## config.mk

```make
export PLATFORM = sky130hd
export DESIGN_NAME = seq_scan_arbiter
export DESIGN_NICKNAME = d
export VERILOG_FILES = /design/src/rtl/seq_scan_arbiter.sv
export SDC_FILE = /design/constraint.sdc
export NUM_CORES = 1
export LEC_CHECK = 0
export CORE_ASPECT_RATIO = 1.5
export CORE_MARGIN = 3
export CORE_UTILIZATION = 50
export CTS_CLUSTER_DIAMETER = 200
export CTS_CLUSTER_SIZE = 40
export DETAILED_ROUTE_END_ITERATION = 6
export DONT_BUFFER_PORTS = 1
export PLACE_DENSITY = 0.61
export SLEW_MARGIN = 40
export SYNTH_ARGS = -nofsm -noshare
export SYNTH_HDL_FRONTEND = slang
export SYNTH_SLANG_ARGS = --single-unit
```

## constraint.sdc

```tcl
create_clock -name clk -period 3.3 [get_ports clk]
set_input_delay 0.33 -clock clk [delete_from_list [all_inputs] [get_ports clk]]
set_output_delay 0.33 -clock clk [all_outputs]
set_load 0.05 [all_outputs]
```

## src/rtl/seq_scan_arbiter.sv

```systemverilog
// Round-robin arbiter feeding one shared serial pattern matcher.
// Each granted word is shifted MSB-first through an overlapping Mealy matcher.
module seq_scan_arbiter #(
    parameter int               NREQ    = 4,
    parameter int               WORD_W  = 8,
    parameter int               PAT_W   = 4,
    parameter logic [PAT_W-1:0] PATTERN = 4'b1001,
    parameter int               CNT_W   = 4
) (
    input  logic                     clk,
    input  logic                     reset,
    input  logic [NREQ-1:0]          req,
    input  logic [NREQ*WORD_W-1:0]   data_in,
    output logic [NREQ-1:0]          gnt,
    output logic                     busy,
    output logic                     x_out,
    output logic                     z_out,
    output logic                     done,
    output logic [$clog2(NREQ)-1:0]  done_id,
    output logic [CNT_W-1:0]         match_cnt
);

    localparam int ID_W = $clog2(NREQ);
    localparam int BC_W = $clog2(WORD_W + 1);
    localparam logic [BC_W-1:0] BIT_LAST = BC_W'(WORD_W - 1);
    localparam logic [BC_W-1:0] BIT_MIN  = BC_W'(PAT_W - 1);

    typedef enum logic [1:0] {
        IDLE   = 2'd0,
        SHIFT  = 2'd1,
        REPORT = 2'd2
    } state_t;

    state_t              state_q,     state_d;
    logic [WORD_W-1:0]   shift_q,     shift_d;
    logic [PAT_W-2:0]    hist_q,      hist_d;
    logic [BC_W-1:0]     bit_cnt_q,   bit_cnt_d;
    logic [CNT_W-1:0]    cnt_q,       cnt_d;
    logic [NREQ-1:0]     gnt_q,       gnt_d;
    logic [ID_W-1:0]     ptr_q,       ptr_d;
    logic                z_q,         z_d;
    logic [ID_W-1:0]     done_id_q,   done_id_d;
    logic [CNT_W-1:0]    match_cnt_q, match_cnt_d;

    logic [ID_W-1:0]     winner;
    logic                winner_found;
    logic                x_bit;
    logic                match_hit;
    logic [CNT_W-1:0]    cnt_inc;

    // Search upward from the last granted requester, wrapping around.
    always_comb begin
        winner       = ptr_q;
        winner_found = 1'b0;
        for (int off = 1; off <= NREQ; off++) begin
            if (!winner_found && req[ID_W'((int'(ptr_q) + off) % NREQ)]) begin
                winner_found = 1'b1;
                winner       = ID_W'((int'(ptr_q) + off) % NREQ);
            end
        end
    end

    assign x_bit     = (state_q == SHIFT) ? shift_q[WORD_W-1] : 1'b0;
    assign match_hit = (state_q == SHIFT) && ({hist_q, x_bit} == PATTERN)
                       && (bit_cnt_q >= BIT_MIN);
    assign cnt_inc   = (match_hit && (cnt_q != {CNT_W{1'b1}})) ? cnt_q + CNT_W'(1) : cnt_q;

    always_comb begin
        state_d     = state_q;
        shift_d     = shift_q;
        hist_d      = hist_q;
        bit_cnt_d   = bit_cnt_q;
        cnt_d       = cnt_q;
        gnt_d       = '0;
        ptr_d       = ptr_q;
        z_d         = 1'b0;
        done_id_d   = done_id_q;
        match_cnt_d = match_cnt_q;
        case (state_q)
            IDLE: begin
                if (winner_found) begin
                    shift_d   = data_in[int'(winner)*WORD_W +: WORD_W];
                    hist_d    = '0;
                    bit_cnt_d = '0;
                    cnt_d     = '0;
                    gnt_d     = NREQ'(1) << winner;
                    ptr_d     = winner;
                    state_d   = SHIFT;
                end
            end
            SHIFT: begin
                hist_d    = {hist_q, x_bit};
                shift_d   = shift_q << 1;
                bit_cnt_d = bit_cnt_q + BC_W'(1);
                z_d       = match_hit;
                cnt_d     = cnt_inc;
                // The final count must include a match formed by the last bit.
                if (bit_cnt_q == BIT_LAST) begin
                    match_cnt_d = cnt_inc;
                    done_id_d   = ptr_q;
                    state_d     = REPORT;
                end
            end
            REPORT: begin
                state_d = IDLE;
            end
            default: begin
                state_d = IDLE;
            end
        endcase
    end

    always_ff @(posedge clk) begin
        if (!reset) begin
            state_q     <= IDLE;
            shift_q     <= '0;
            hist_q      <= '0;
            bit_cnt_q   <= '0;
            cnt_q       <= '0;
            gnt_q       <= '0;
            ptr_q       <= ID_W'(NREQ - 1);
            z_q         <= 1'b0;
            done_id_q   <= '0;
            match_cnt_q <= '0;
        end else begin
            state_q     <= state_d;
            shift_q     <= shift_d;
            hist_q      <= hist_d;
            bit_cnt_q   <= bit_cnt_d;
            cnt_q       <= cnt_d;
            gnt_q       <= gnt_d;
            ptr_q       <= ptr_d;
            z_q         <= z_d;
            done_id_q   <= done_id_d;
            match_cnt_q <= match_cnt_d;
        end
    end

    assign gnt       = gnt_q;
    assign busy      = (state_q != IDLE);
    assign x_out     = x_bit;
    assign z_out     = z_q;
    assign done      = (state_q == REPORT);
    assign done_id   = done_id_q;
    assign match_cnt = match_cnt_q;

endmodule

```

# [Yosys cells after proc, flatten, opt, wreduce, memory -nomap -nowiden]
# Cells that the tools add are included.
[totals] out_inout_bits=14 ff_bits=34
[classes] order_cmp=5 shifts=2 n_addsub=6 n_eq_ne=7 muxes=32 reduce_logical=18
[ops] cell="indexed part select 32 x 6 -> 8 bit" n=1
[ops] cell="less-than comparator 2 x 4 -> 1 bit (second input constant)" n=4
[ops] cell="case mux 4 bit (2 select lines)" n=2
[ops] cell="case mux 8 bit (2 select lines)" n=1
[ops] cell="2-to-1 mux 1 bit" n=13
[ops] cell="2-to-1 mux 2 bit" n=6
[ops] cell="AND reduction 2 bit" n=5
[ops] cell="adder 4 x 1 -> 4 bit (second input constant)" n=2
[ops] cell="binary-select mux 1 bit (select 2 bit)" n=4
[ops] cell="2-to-1 mux 4 bit" n=2
[ops] cell="2-to-1 mux 8 bit" n=1
[ops] cell="logical AND 1 bit" n=6
[ops] cell="case mux 3 bit (2 select lines)" n=1
[ops] cell="adder 2 x 1 -> 2 bit (second input constant)" n=2
[ops] cell="adder 2 bit (second input constant)" n=2
[ops] cell="== test 4 x 3 -> 1 bit (second input constant)" n=1
[ops] cell="== test 4 bit (second input constant)" n=1
[ops] cell=">= comparator 4 x 2 -> 1 bit (second input constant)" n=1
[ops] cell="inequality test 4 bit (second input constant)" n=1
[ops] cell="case mux 2 bit (2 select lines)" n=1
[ops] cell="nonzero test 2 bit" n=2
[ops] cell="left shift 1 x 2 -> 4 bit (first input constant)" n=1
[ops] cell="zero test 1 bit" n=3
[ops] cell="2-to-1 mux 3 bit" n=1
[ops] cell="6 further kinds" n=6

# [Logic depth before layout (Yosys ltp)]
[logic_depth] ltp_word=17 depth_mapped=8

# [Worst setup path before layout]
# OpenSTA, ideal clock, no wires.
[synth_path] path_kind="flip-flop to flip-flop" startpoint="reg state_q[1]" endpoint="reg bit_cnt_q[3]" required_ns=3.185 setup_time_ns=0.115 arrival_ns=1.575 path_slack_ns=1.611 path_stages_with_launch=6 path_cell_list="dfxtp_1 > or2_1 > or2_2 > clkbuf_1 > and3_1 > o21a_1"
[synth_via] elab_chain_len=3 word_cells_on_any_way=6
[synth_rtl] item="from (decl)" line_no="34" text="state_t state_q, state_d;"
[synth_rtl] item="from (signal assigned)" line_no="126" text="state_q <= state_d;"
[synth_rtl] item="== test 2 x 1 -> 1 bit or zero test 2 bit (tied branches)" line_no="79" text="case (state_q)"
[synth_rtl] item="nonzero test 2 bit (no source line) or inequality test 2 bit (tied branches)"
[synth_rtl] item="AND reduction 2 bit (no source line)"
[synth_rtl] item="to (signal assigned)" line_no="129" text="bit_cnt_q <= bit_cnt_d;"
[synth_rtl] item="to (decl)" line_no="37" text="logic [BC_W-1:0] bit_cnt_q, bit_cnt_d;"
# Parallel ways exist; a longest one is shown, timed or not.
# A chain may end at the register's enable or synchronous reset.

# [Worst setup path in the final report]
[layout_path] startpoint="reg ptr_q[1]" endpoint="reg shift_q[0]"
[layout_via] elab_chain_len=17 word_cells_on_any_way=35
[layout_rtl] item="from (decl)" line_no="40" text="logic [ID_W-1:0] ptr_q, ptr_d;"
[layout_rtl] item="from (signal assigned)" line_no="121" text="ptr_q <= ID_W'(NREQ - 1);"
[layout_rtl] item="from (signal assigned)" line_no="132" text="ptr_q <= ptr_d;"
[layout_rtl] item="adder 2 x 1 -> 2 bit" line_no="56, 58"
[layout_rtl] item="binary-select mux 1 bit (select 2 bit)" line_no="56" text="if (!winner_found && req[ID_W'((int'(ptr_q) + off) % NREQ)]) begin"
[layout_rtl] item="2-to-1 mux 1 bit (implied by the code) (2 in a row)" line_no="56"
[layout_rtl] item="2-to-1 mux 1 bit" line_no="56"
[layout_rtl] item="zero test 1 bit" line_no="56"
[layout_rtl] item="logical AND 1 bit" line_no="56"
[layout_rtl] item="2-to-1 mux 1 bit" line_no="56"
[layout_rtl] item="zero test 1 bit" line_no="56"
[layout_rtl] item="logical AND 1 bit" line_no="56"
[layout_rtl] item="2-to-1 mux 1 bit" line_no="56"
[layout_rtl] item="zero test 1 bit" line_no="56"
[layout_rtl] item="logical AND 1 bit" line_no="56"
[layout_rtl] item="2-to-1 mux 2 bit" line_no="56"
[layout_rtl] item="indexed part select 32 x 6 -> 8 bit" line_no="82" text="shift_d = data_in[int'(winner)*WORD_W +: WORD_W];"
[layout_rtl] item="2-to-1 mux 8 bit" line_no="81" text="if (winner_found) begin"
[layout_rtl] item="case mux 8 bit (2 select lines)" line_no="79"
[layout_rtl] item="to (signal assigned)" line_no="127" text="shift_q <= shift_d;"
[layout_rtl] item="to (decl)" line_no="35" text="logic [WORD_W-1:0] shift_q, shift_d;"
# Parallel ways exist; a longest one is shown, timed or not. The select of a mux whose other input is x is not followed.

==> impl_metrics.tcl <==
set metrics [dict create \
    synthesis.instances 185 \
    total_power_uw 895.6 \
    power.leakage_nw 0.7668 \
    drc_errors 0 \
    final_net_count 224 \
    max_freq_mhz 493.5 \
    holdCritStartpoint "reset" \
    cts_tree "built" \
    cts_resized 0 \
    post_drt_wl_per_cell_um 14.95 \
    drive_gt1_share_pct 16.30 \
    grt.total_usage_pct 17.56 \
    min_period_ns 2.026 \
    maxSlewViolCount 0 \
    max_slew.worst_pin.slew_ns 0.5620 \
    grt_max_degree 35 \
    outcome "completed" \
    clockRootBuffer "clkbuf_8" \
    nFillCells 309 \
    antenna_cells 0 \
    fin_cells 224 \
    maxCapViolCount 0 \
    htreeDepth 2 \
    gp_congestion 0.7004 \
    worst_clock_skew_ns 0.003764 \
    synth-seq-area-share_pct 38.26 \
    cts_sinks 34 \
    maxSlewHeadroom_pct 62.36 \
    die_x_um 54.71 \
    via_per_inst 5.906 \
    cts_setup_buffers 0 \
    ctsHoldBuffers 0 \
    synth_ff_type "dfxtp_1" \
    cts_buffers 5 \
    clk_path_buf_depth 2 \
    syn_area_per_cell_um2 9.617 \
    syn_to_final_growth_pct 4.220 \
    cp-start-kind "register" \
    wl_um 3349 \
    dpl.cell_count 217 \
    post-route-util_pct 56.46 \
    hold_path_class "in -> reg" \
    grt_pass1_vias 1308 \
    layout_commonest_cell "dfxtp_1" \
    crit_required_ns 3.47 \
    firstDrtPassIters 4 \
    r2r_start "ptr_q[1]" \
    multi_input_area_um2 1018 \
    cp_max_fo 20 \
    grt_pass1_wl_um 5685 \
    synth_warnings 0 \
    drtIter0Drc 25 \
    yosys_register_bits 34 \
    synth_enable_flop_cells 0 \
    worst_slack_ns 1.274 \
    via_count 1323 \
    antenna_found_initial 0 \
    insertion_delay_ns 0.28 \
    crit_path_start "ptr_q[1]" \
    core_um2 3284 \
    power_density_nw_per_um2 483.0 \
    ir_worst_vdd_mv 0.3916 \
    finalCritPeriodShare_pct 61.40 \
    start_util_pct 54.17 \
    dp.final_hpwl_um 2470 \
    finalHoldViolCount 0 \
    grt-ovfl-total 0 \
    final_cell_mix "34 x dfxtp_1, 20 x mux2i_1, 19 x nand2_1, 9 x nor2_1" \
    num_rows 25 \
    clk_pin_slew_ns 0.06 \
    grt_setup_unrepaired "no" \
    synth_area_um2 1779 \
    portBuffers 0 \
    ant_nets 0 \
    io_pins 52 \
    endpoint_kind "register" \
    die_h_um 79.06 \
    synth_nets 225 \
    dp_slack_ns 1.283 \
    die_area_um2 4325 \
    finalSetupViolCount 0 \
    tns_ns 0 \
    ys_async_sr_fraction_pct 0 \
    worst-setup-path-type "reg -> reg" \
    crit_arrival_ns 2.19 \
    synth.distinct_cells 50 \
    seqCellArea_um2 680.7 \
]
==> registers in the layout, indices dropped and copies added, names as in the netlist <==
| register | flops |
|---|---|
| hist_q | 3 |
| match_cnt | 4 |
| bit_cnt_q | 4 |
| shift_q | 8 |
| done_id | 2 |
| state_q | 2 |
| ptr_q | 2 |
| gnt | 4 |
| cnt_q | 4 |
| z_out | 1 |
==> cell usage after synthesis, types with 3 or more instances <==
master    instances  area [um2]
nor2_1            9       33.78
o22ai_1           3       18.77
a22o_1            7       61.31
clkbuf_1          5       18.77
nor2b_1           8       50.05
dfxtp_1          34       680.7
nand2b_1          4       25.02
inv_1             3       11.26
o221ai_2          6       90.09
nand2_1          19       71.32
buf_6             3       33.78
mux2i_1          20       200.2
a21oi_1           7       35.03
nand3_1           5       25.02
a22oi_1           3       22.52
o21ai_0           7       35.03
==> worst max-delay path, stage by stage, from the launching register on <==
cell	delay [ns]
dfxtp_1	0.47
mux2i_1	0.24
nor2_1	0.09
nor3_4	0.15
buf_4	0.30
mux2_2	0.37
a211o_1	0.29
==> where the power goes <==
group          total (mW)  internal, mW  switching [mW]
clock network       0.284         0.141           0.143
registers           0.466         0.436          0.0304
logic               0.145        0.0679          0.0776
total               0.896         0.645           0.251
==> through the flow <==
stage	area (um2)	hold slack [ns]
2_1_floorplan	1779	0.4414
3_3_place_gp	1773	0.4328
3_5_place_dp	1775	0.4318
4_1_cts	1854	0.1391
5_1_grt	1854	0.1431
6_report	1854	0.1499
==> path summary, 6_finish.rpt <==
kind | cells after the start | end | slack [ns]
max reg2reg | 6 | shift_q[0] | 1.27
max | 6 | shift_q[0] | 1.27
min | 1 | ptr_q[0] | 0.15
min reg2reg | 2 | cnt_q[1] | 0.52
==> logic make-up after synthesis <==
family | count (synthesis) | share of synthesized area [%]
and+or+nand+nor | 69 | 22.01
AOI/OAI and AO/OA | 45 | 20.96
DFF | 34 | 38.26
muxes | 21 | 11.88
buffers and inverters | 13 | 4.993
adders and majority gates | 2 | 1.406
xor gates and xnor gates | 1 | 0.4924
==> final cells by class <==
| cell class | count | area share, % |
|---|---|---|
| repair buffers | 2 | 0.8097 |
| clock buffers | 5 | 3.711 |
| inverters | 3 | 0.6073 |
| flip-flops and latches | 34 | 36.71 |
| multi-input cells | 138 | 54.93 |
| well taps | 40 | 2.699 |
| clock inverters | 2 | 0.5398 |
==> routing by layer <==
metal  part of all wire (%)  wire (um)  vias to the layer above  GRT usage, %
met1                     41       1372                      612         20.02
met2                     50       1683                       35         29.15
met4                    1.6         55                        0         5.985
met5                      0          0                        -             0
li1                       -          -                      671             -
met3                    7.1        238                        5         6.191
Power figures use the tool's default switching activity.
